File: src/rtl/alu_pkg.sv
// Shared definitions for the ALU command sequencer.
//   SEL_*      : encodings of the ALU in_sel bus {persist, load, reset}
//   state_e    : sequencer FSM states
//   sel_for()  : in_sel value driven while the FSM sits in a given state
package alu_pkg;

    localparam int unsigned WIDTH_DEF = 8;
    localparam int unsigned OPW_DEF   = 7;

    localparam logic [2:0] SEL_NONE    = 3'b000;
    localparam logic [2:0] SEL_RESET   = 3'b001;
    localparam logic [2:0] SEL_LOAD    = 3'b010;
    localparam logic [2:0] SEL_PERSIST = 3'b100;

    typedef enum logic [1:0] {
        ST_IDLE = 2'd0,
        ST_LOAD = 2'd1,
        ST_WAIT = 2'd2,
        ST_EMIT = 2'd3
    } state_e;

    function automatic logic [2:0] sel_for(input state_e s);
        case (s)
            ST_IDLE: return SEL_NONE;
            ST_LOAD: return SEL_LOAD;
            default: return SEL_PERSIST;
        endcase
    endfunction

endpackage

File: src/rtl/alu_cmd_fifo.sv
// Synchronous command FIFO, DEPTH x DW, with full/empty flags.
//   clk, rst       : clock, asynchronous active-low reset
//   push_i/wdata_i : write strobe and entry (ignored while full)
//   pop_i          : read strobe (ignored while empty)
//   rdata_o        : head entry, valid while !empty_o
//   full_o/empty_o : occupancy flags
module alu_cmd_fifo #(
    parameter int unsigned DW    = 23,
    parameter int unsigned DEPTH = 4
) (
    input  logic          clk,
    input  logic          rst,
    input  logic          push_i,
    input  logic [DW-1:0] wdata_i,
    input  logic          pop_i,
    output logic [DW-1:0] rdata_o,
    output logic          full_o,
    output logic          empty_o
);
    localparam int unsigned AW = $clog2(DEPTH);

    // One extra pointer bit distinguishes full from empty when the indices match.
    logic [AW:0]   wr_ptr_q, rd_ptr_q;
    logic [DW-1:0] mem_q [DEPTH];
    logic          do_push, do_pop;

    assign empty_o = (wr_ptr_q == rd_ptr_q);
    assign full_o  = (wr_ptr_q[AW] != rd_ptr_q[AW]) &&
                     (wr_ptr_q[AW-1:0] == rd_ptr_q[AW-1:0]);
    assign do_push = push_i && !full_o;
    assign do_pop  = pop_i && !empty_o;
    assign rdata_o = mem_q[rd_ptr_q[AW-1:0]];

    always_ff @(posedge clk or negedge rst) begin
        if (!rst) begin
            wr_ptr_q <= '0;
            rd_ptr_q <= '0;
        end else begin
            if (do_push) wr_ptr_q <= wr_ptr_q + {{AW{1'b0}}, 1'b1};
            if (do_pop)  rd_ptr_q <= rd_ptr_q + {{AW{1'b0}}, 1'b1};
        end
    end

    always_ff @(posedge clk) begin
        if (do_push) mem_q[wr_ptr_q[AW-1:0]] <= wdata_i;
    end

endmodule

File: src/rtl/alu_cmd_sequencer.sv
// Command stage in front of the 8-bit ALU core.
//   clk, rst                      : clock, asynchronous active-low reset
//   on                            : allows the FSM to pop new commands
//   cmd_valid/cmd_ready           : command handshake (cmd_a, cmd_b, cmd_op)
//   alu_in_sel/num1/num2/out_sel  : drive the ALU
//   alu_out                       : ALU result
//   res_valid/res_ready           : result handshake (res_data, res_op)
//   err                           : one-cycle pulse when a non-one-hot opcode is dropped
//   busy                          : FIFO holds entries or a command is in flight
//
// state | meaning
// IDLE  | waiting for on && FIFO non-empty; pops and validates the head
// LOAD  | ALU loads num1/num2/out_sel
// WAIT  | ALU persists; counts down the ALU latency
// EMIT  | result presented until res_ready
module alu_cmd_sequencer
    import alu_pkg::*;
#(
    parameter int unsigned WIDTH = WIDTH_DEF,
    parameter int unsigned OPW   = OPW_DEF,
    parameter int unsigned DEPTH = 4,
    parameter int unsigned LAT   = 1
) (
    input  logic             clk,
    input  logic             rst,
    input  logic             on,
    input  logic             cmd_valid,
    output logic             cmd_ready,
    input  logic [WIDTH-1:0] cmd_a,
    input  logic [WIDTH-1:0] cmd_b,
    input  logic [OPW-1:0]   cmd_op,
    output logic [2:0]       alu_in_sel,
    output logic [WIDTH-1:0] alu_num1,
    output logic [WIDTH-1:0] alu_num2,
    output logic [OPW-1:0]   alu_out_sel,
    input  logic [WIDTH-1:0] alu_out,
    output logic             res_valid,
    input  logic             res_ready,
    output logic [WIDTH-1:0] res_data,
    output logic [OPW-1:0]   res_op,
    output logic             err,
    output logic             busy
);
    localparam int unsigned DW = 2*WIDTH + OPW;
    localparam int unsigned CW = $clog2(LAT + 1);

    state_e           state_q, state_d;
    logic [CW-1:0]    cnt_q, cnt_d;
    logic [WIDTH-1:0] num1_q, num1_d, num2_q, num2_d, res_data_q, res_data_d;
    logic [OPW-1:0]   op_q, op_d, res_op_q, res_op_d;
    logic [2:0]       sel_q, sel_d;
    logic             err_q, err_d;
    logic             run_q;

    logic             fifo_full, fifo_empty, push, pop;
    logic [DW-1:0]    head;
    logic [WIDTH-1:0] head_a, head_b;
    logic [OPW-1:0]   head_op;

    // run_q keeps cmd_ready low through reset and until the first clock after release.
    assign cmd_ready = run_q && !fifo_full;
    assign push      = cmd_valid && cmd_ready;
    assign {head_a, head_b, head_op} = head;

    alu_cmd_fifo #(.DW(DW), .DEPTH(DEPTH)) u_fifo (
        .clk     (clk),
        .rst     (rst),
        .push_i  (push),
        .wdata_i ({cmd_a, cmd_b, cmd_op}),
        .pop_i   (pop),
        .rdata_o (head),
        .full_o  (fifo_full),
        .empty_o (fifo_empty)
    );

    always_comb begin
        state_d    = state_q;
        cnt_d      = cnt_q;
        num1_d     = num1_q;
        num2_d     = num2_q;
        op_d       = op_q;
        res_data_d = res_data_q;
        res_op_d   = res_op_q;
        err_d      = 1'b0;
        pop        = 1'b0;
        unique case (state_q)
            ST_IDLE: begin
                if (on && !fifo_empty) begin
                    pop = 1'b1;
                    if ($countones(head_op) != 1) begin
                        err_d = 1'b1;
                    end else begin
                        state_d = ST_LOAD;
                        num1_d  = head_a;
                        num2_d  = head_b;
                        op_d    = head_op;
                    end
                end
            end
            ST_LOAD: begin
                state_d = ST_WAIT;
                cnt_d   = CW'(LAT);
            end
            ST_WAIT: begin
                cnt_d = cnt_q - CW'(1);
                if (cnt_q == CW'(1)) begin
                    res_data_d = alu_out;
                    res_op_d   = op_q;
                    state_d    = ST_EMIT;
                end
            end
            ST_EMIT: begin
                if (res_ready) state_d = ST_IDLE;
            end
            default: state_d = ST_IDLE;
        endcase
        // in_sel is registered from the next state so it lines up with state_q.
        sel_d = sel_for(state_d);
    end

    always_ff @(posedge clk or negedge rst) begin
        if (!rst) begin
            state_q    <= ST_IDLE;
            cnt_q      <= '0;
            num1_q     <= '0;
            num2_q     <= '0;
            op_q       <= '0;
            res_data_q <= '0;
            res_op_q   <= '0;
            err_q      <= 1'b0;
            sel_q      <= SEL_RESET;
            run_q      <= 1'b0;
        end else begin
            state_q    <= state_d;
            cnt_q      <= cnt_d;
            num1_q     <= num1_d;
            num2_q     <= num2_d;
            op_q       <= op_d;
            res_data_q <= res_data_d;
            res_op_q   <= res_op_d;
            err_q      <= err_d;
            sel_q      <= sel_d;
            run_q      <= 1'b1;
        end
    end

    assign alu_in_sel  = sel_q;
    assign alu_num1    = num1_q;
    assign alu_num2    = num2_q;
    assign alu_out_sel = op_q;
    assign res_valid   = (state_q == ST_EMIT);
    assign res_data    = res_data_q;
    assign res_op      = res_op_q;
    assign err         = err_q;
    assign busy        = !fifo_empty || (state_q != ST_IDLE);

endmodule

File: config.mk
export PLATFORM = sky130hd
export DESIGN_NAME = alu_cmd_sequencer
export DESIGN_NICKNAME = d
export VERILOG_FILES = /design/src/rtl/alu_pkg.sv /design/src/rtl/alu_cmd_fifo.sv /design/src/rtl/alu_cmd_sequencer.sv
export SDC_FILE = /design/constraint.sdc
export NUM_CORES = 1
export LEC_CHECK = 0
export BUFFER_PORTS_ARGS = -buffer_cell sky130_fd_sc_hd__buf_4
export CORE_MARGIN = 1
export CORE_UTILIZATION = 40
export DETAILED_ROUTE_END_ITERATION = 8
export GPL_TIMING_DRIVEN = 0
export HOLD_SLACK_MARGIN = 0.03
export PLACE_DENSITY = 0.68
export SYNTH_ARGS = -nofsm -noshare
export SYNTH_HDL_FRONTEND = slang
export SYNTH_SLANG_ARGS = --single-unit
File: constraint.sdc
create_clock -name clk -period 7.35 [get_ports clk]
set_input_delay 0.735 -clock clk [delete_from_list [all_inputs] [get_ports clk]]
set_output_delay 0.735 -clock clk [all_outputs]
set_load 0.1 [all_outputs]
==> Yosys cells after proc, flatten, opt, wreduce, memory -nomap -nowiden <==
Memory sizes are Yosys's and may differ from the RTL's.
Cells that the tools add are included.
Widths: inputs -> output; s select.
{ "word_totals": {"register_bits": 52, "ram_bits": 92, "inputBits": 36, "output_inout_bits": 45, "wordCells": 60, "mem_count": 1} }
{ "memory_table": {"columns": ["name", "words", "width", "read_ports", "rd_ports_with_merged_regs", "wr", "line_no", "rtl"], "rows": [
  ["u_fifo.mem_q", 4, 23, 1, 0, 1, "alu_cmd_fifo.sv:24", "logic [DW-1:0] mem_q [DEPTH];"]
]} }
{ "op_classes": {"addsub": 9, "eq_ne": 8, "muxes": 14, "bitwise_logic": 1, "n_reduce_logical": 15} }
{ "ops": {"columns": ["operator", "count"], "rows": [
  ["$mux 2", 4],
  ["$pmux 2 s4", 1],
  ["$mux 1", 7],
  ["$add 1x1->2", 3],
  ["$add 3x1->3 const B", 2],
  ["$logic_and 1x1->1", 6],
  ["$pmux 3 s2", 1],
  ["$add 3x3->4", 1],
  ["$eq 2x1->1 const B", 2],
  ["$eq 2x2->1 const B", 2],
  ["$logic_not 2->1", 2],
  ["$ne 4x1->1 const B", 1],
  ["$reduce_bool 2->1", 2],
  ["$add 2x1->3", 1],
  ["$add 2x2->3", 1],
  ["$eq 3x3->1", 1],
  ["$reduce_and 3->1", 1],
  ["$eq 2x2->1", 1],
  ["$logic_not 1->1", 2],
  ["$pmux 1 s2", 1],
  ["$reduce_and 2->1", 1],
  ["$logic_or 1x1->1", 1],
  ["$ne 1x1->1", 1],
  ["$not 1->1", 1],
  ["$sub 1x1->1 const B", 1]
]} }

==> Logic depth before layout (Yosys ltp) <==
An unclocked memory read counts as a cell.
{ "logic_depth": {"ltp_word": 10, "mapped_depth": 12, "depth_no_buf": 10} }

==> Modules after synthesis <==
A second synthesis with hierarchy kept.
{ "hier_totals": {"hier_cells": 298, "area_unflattened_um2": 5779.3} }
{ "modules_own_cells": {"columns": ["module", "instances", "cells_each", "area_per_inst_um2", "seq_area_each_um2"], "rows": [
  ["alu_cmd_fifo", 1, 169, 3838.7, 2912.8],
  ["alu_cmd_sequencer", 1, 129, 1940.6, 1127.3]
]} }

==> Least setup slack after synthesis <==
No wires, ideal clock.
{ "synth_timing": {"path_type": "reg2reg", "from": "reg u_fifo.rd_ptr_q[0]", "to": "reg op_q[0], in the netlist alu_out_sel[0]", "setup_time_ps": 126, "arrival_ps": 3770, "t_required_ps": 7224, "path_slack_ps": 3454, "path_stages_with_launch": 13, "path_buffers": 2, "synth_period_minus_slack_ps": 3896, "cell_sequence": "dfrtp_1 buf_6 mux4_1 fa_1 inv_1 fa_1 fa_1 inv_1 fa_1 nor3_2 nand2_4 buf_6 mux2_4"} }
{ "synth_via": {"elab_chain_cells": 7, "word_cells_on_any_way": 13, "classes_between": "add/sub (6); eq/ne (2); bitwise (1); reduce/logical (3); memory (1)"} }
{ "synth_rtl": {"columns": ["element", "line_no", "rtl"], "rows": [
  ["from (decl)", "alu_cmd_fifo.sv:23", "logic [AW:0] wr_ptr_q, rd_ptr_q;"],
  ["from (signal assigned)", "alu_cmd_fifo.sv:40", "if (do_pop) rd_ptr_q <= rd_ptr_q + {{AW{1'b0}}, 1'b1};"],
  ["$mem_v2 4x23", null, null],
  ["via head[3]", "alu_cmd_sequencer.sv:56", "logic [DW-1:0] head;"],
  ["$add 1x1->2 (implied by the code)", "alu_cmd_sequencer.sv:90", "if ($countones(head_op) != 1) begin"],
  ["$add 2x2->3 (implied by the code)", "alu_cmd_sequencer.sv:90", null],
  ["$add 3x3->4 (implied by the code)", "alu_cmd_sequencer.sv:90", null],
  ["$ne 4x1->1", "alu_cmd_sequencer.sv:90", null],
  ["$not 1->1 (no line)", null, null],
  ["$reduce_and 3->1 (no line)", null, null],
  ["to (signal assigned)", "alu_cmd_sequencer.sv:138", "op_q <= op_d;"],
  ["to (decl)", "alu_cmd_sequencer.sv:50", "logic [OPW-1:0] op_q, op_d, res_op_q, res_op_d;"]
]} }
The timed path passes the listed nets, and every way through them passes these cells.
A chain may end at the register's enable or synchronous reset.

==> Worst setup path after layout <==
{ "layout_timing": {"from": "reg u_fifo.rd_ptr_q[0]", "to": "reg num1_q[3], in the netlist alu_num1[3]"} }
{ "layout_via": {"elab_chain_cells": 7, "word_cells_on_any_way": 13, "classes_between": "add/sub (6); eq/ne (2); bitwise (1); reduce/logical (3); memory (1)"} }
{ "layout_rtl": {"columns": ["element", "line_no", "rtl"], "rows": [
  ["$mem_v2 4x23", null, null],
  ["via head[3]", "alu_cmd_sequencer.sv:56", null],
  ["$add 1x1->2 (implied by the code)", "alu_cmd_sequencer.sv:90", null],
  ["$add 2x2->3 (implied by the code)", "alu_cmd_sequencer.sv:90", null],
  ["$add 3x3->4 (implied by the code)", "alu_cmd_sequencer.sv:90", null],
  ["$ne 4x1->1", "alu_cmd_sequencer.sv:90", null],
  ["$not 1->1 (no line)", null, null],
  ["$reduce_and 3->1 (no line)", null, null],
  ["to (signal assigned)", "alu_cmd_sequencer.sv:136", "num1_q <= num1_d;"],
  ["to (decl)", "alu_cmd_sequencer.sv:49", "logic [WIDTH-1:0] num1_q, num1_d, num2_q, num2_d, res_data_q, res_data_d;"]
]} }
The timed path passes the listed nets, and every way through them passes these cells.

==> metrics.cfg <==
[outcome]
status=completed

[route]
via_per_inst=4.79
drt_pass1_iterations=4
routedWlPerCell_um=16.9
wirelength_um=9730
drtIter0Drc=65
drc=0
vias=2748
postRouteAntennaNets=0

[critical_path]
cp_cell_sequence=buf_6, mux4_1, fa_1, inv_1, fa_1, fa_1, inv_1, fa_1, nor3_2, nand2_4, buf_6, mux2_4
crit_start=u_fifo.rd_ptr_q[0]$_DFFE_PN0P_
end_kind=register
cpMaxStageDelayCell=mux4_1
worst-path-max-fanout=10
reg2reg_to=alu_num1[3]$_DFFE_PN0P_
crit_type=reg2reg
worst_path_most_repeated_cell=fa_1
crit_path_end=alu_num1[3]$_DFFE_PN0P_
worst_ep_arrival_time_ns=4.59
crit-reg2reg-launch=u_fifo.rd_ptr_q[0]$_DFFE_PN0P_
ff2ff_setup_slack_ns=3.06
crit_path_start_kind=register
cpPeakStageDelay_ns=0.63
critPathRequiredTime_ns=7.65
reg2reg_depth=12

[synthesis]
synth_ff_type=edfxtp_1
yosysWarnings=0
synth_area_per_cell_sq_um=20.3
async_flop_share_pct=35.7
synth_edf_count=92
ys_ff_latch=143
synthCells=282
synthesis.nets=332
ys_seq_area_share_pct=70.6
synth_area_sq_um=5720
synth.distinct_cells=33

[cts]
cts_root_buf=clkbuf_16
cts_resized=0
cts_setup_buffers=0
clk_pin_slew_ns=0.06
cts_buffer_depth=2
htree_levels=4
cts_tree=done
cts.sink_count=143
clk_latency_ns=0.42
hold_buffers=0
cts_made_buffers=17

[global_routing]
antenna_found_initial=0
grt_start_max_net_pins=52
gr-usage-all-layers_pct=14.3
met1_usage_pct=17.0
grt.overflow.total=0
busiest_layer=met2
grt_pass1_vias=2874
gr-usage-met2_pct=23.6
grt_pass1_wl_um=15000
use_met3_pct=4.78

[layout]
multi_input_comb_area_sq_um=1560
fillers=1157
drive_gt1_share_pct=45.4
antenna_cells=0
syn_to_final_growth_pct=23.8
nets=431
register_area_sq_um=4040

[floorplanning]
core.rowCount=43
start_util_pct=41.0
die_h_um=122
core-area_sq_um=13900
io_pins=81
die_w_um=122
dieArea_sq_um=14800

[sta]
hold_viol=0
slew_violations=0
fmax_ghz=0.233
finalSetupViolCount=0
tightest_slew_ns=1.31
rsz0062_at_grt=false
fin_crit_sh_pct=58.3
slew_headroom_pct=12.7
period_needed_ns=4.29
worst_clock_skew_ns=0.00985
fin_setup_tns_ns=0

[place]
dp.final_hpwl_um=6240
gp_congestion=0.721
port_buffers=80

[flow_run]
drv_cap=0

[min_path]
hp-class=in2async

==> stage by stage <==
| stage | hold slack (ns) | util, % | worst slack [ns] | std cells | cell area [sq um] |
|---|---|---|---|---|---|
| after floorplan | 0.439 | - | 3.45 | 282 | 5720 |
| after global placement | 0.488 | 47.0 | 3.12 | 542 | 6550 |
| after detailed placement | 0.496 | 47.0 | 3.05 | 542 | 6550 |
| after CTS | 0.388 | 50.8 | 3.04 | 574 | 7080 |
| after global routing | 0.400 | 50.8 | 2.92 | 574 | 7080 |
| final | 0.359 | 50.8 | 3.06 | 574 | 7080 |
==> registers in the layout, summed over array words and instances (netlist names), 3 cells and up <==
| signal | flops |
|---|---|
| u_fifo.mem_q | 92 |
| alu_num1 | 8 |
| alu_num2 | 8 |
| res_data | 8 |
| alu_out_sel | 7 |
| res_op | 7 |
| alu_in_sel | 3 |
| u_fifo.rd_ptr_q | 3 |
| u_fifo.wr_ptr_q | 3 |
==> critical path, delay by kind of cell, from the launching register on <==
| kind | cells | cell delay (ns) |
|---|---|---|
| DFF | 1 | 0.37 |
| muxes | 2 | 0.93 |
| adders and majority gates | 4 | 1.80 |
| and+or+nand+nor | 2 | 0.55 |
| buffers and inverters | 4 | 0.49 |
==> final cells by class <==
cell class / instances / area share [%]
Inverter: 13 / 0.689
Clock inverter: 12 / 1.25
Buffer: 10 / 1.04
Sequential cell: 143 / 57.1
Multi-Input combinational cell: 116 / 22.0
Clock buffer: 20 / 6.31
Tap cell: 180 / 3.18
Timing Repair Buffer: 80 / 8.48
==> layer usage <==
metal	routed length [um]	vias up	part of all wire, %
met2	5040	65	52
met3	447	13	4.6
li1	-	1272	-
met5	0	-	0
met1	4100	1398	42
met4	144	0	1.5
==> cells by family (layout without fill, tap and decap cells) <==
kind of cell / Yosys count / count (layout) / share of synthesized area (%)
flops: 143 / 143 / 70.6
mux: 63 / 63 / 18.8
buf+inv: 23 / 135 / 2.14
simple gates: 20 / 20 / 1.95
fa+ha+maj: 14 / 14 / 3.59
compound gates: 9 / 9 / 1.29
xor+xnor: 8 / 8 / 1.49
other cells: 2 / 2 / 0.131
==> worst min path at each step <==
| stage | to | depth (start not counted) |
|---|---|---|
| after floorplan | alu_in_sel[1]$_DFF_PN0_ | 0 |
| after global placement | res_data[2]$_DFFE_PN0P_ | 1 |
| after detailed placement | res_op[1]$_DFFE_PN0P_ | 1 |
| after CTS | alu_num2[4]$_DFFE_PN0P_ | 1 |
| after global routing | alu_num1[1]$_DFFE_PN0P_ | 1 |
| final | alu_num1[1]$_DFFE_PN0P_ | 1 |
==> layout by cell type (no fill, tap or decap), drive strengths merged <==
cell	instances
edfxtp	92
buf	87
dfrtp	50
mux2	40
clkbuf	23
mux4	23
inv	15
ha	10
nand2	8
clkinv	6
and2	5
xnor2	5
o21ai	4
fa	4
clkinvlp	4
xor2	3
a31oi	3
nor2b	2
conb	2
nor3	2
nor2	1
nand3	1
nand4	1
o21a	1
o22ai	1
dfstp	1
==> cells in the mapped netlist (5+ instances only) <==
master	number	area share (%)
inv_1	13	0.85
and2_1	5	0.55
mux2_2	20	3.9
dfrtp_1	50	22
mux2_4	20	5.3
ha_1	10	2.2
nand2_1	7	0.46
edfxtp_1	92	48
mux4_1	8	3.7
mux4_2	15	5.9
Power is not shown: default switching activity piles up to over one toggle a cycle in this logic, so the estimate is an artifact.
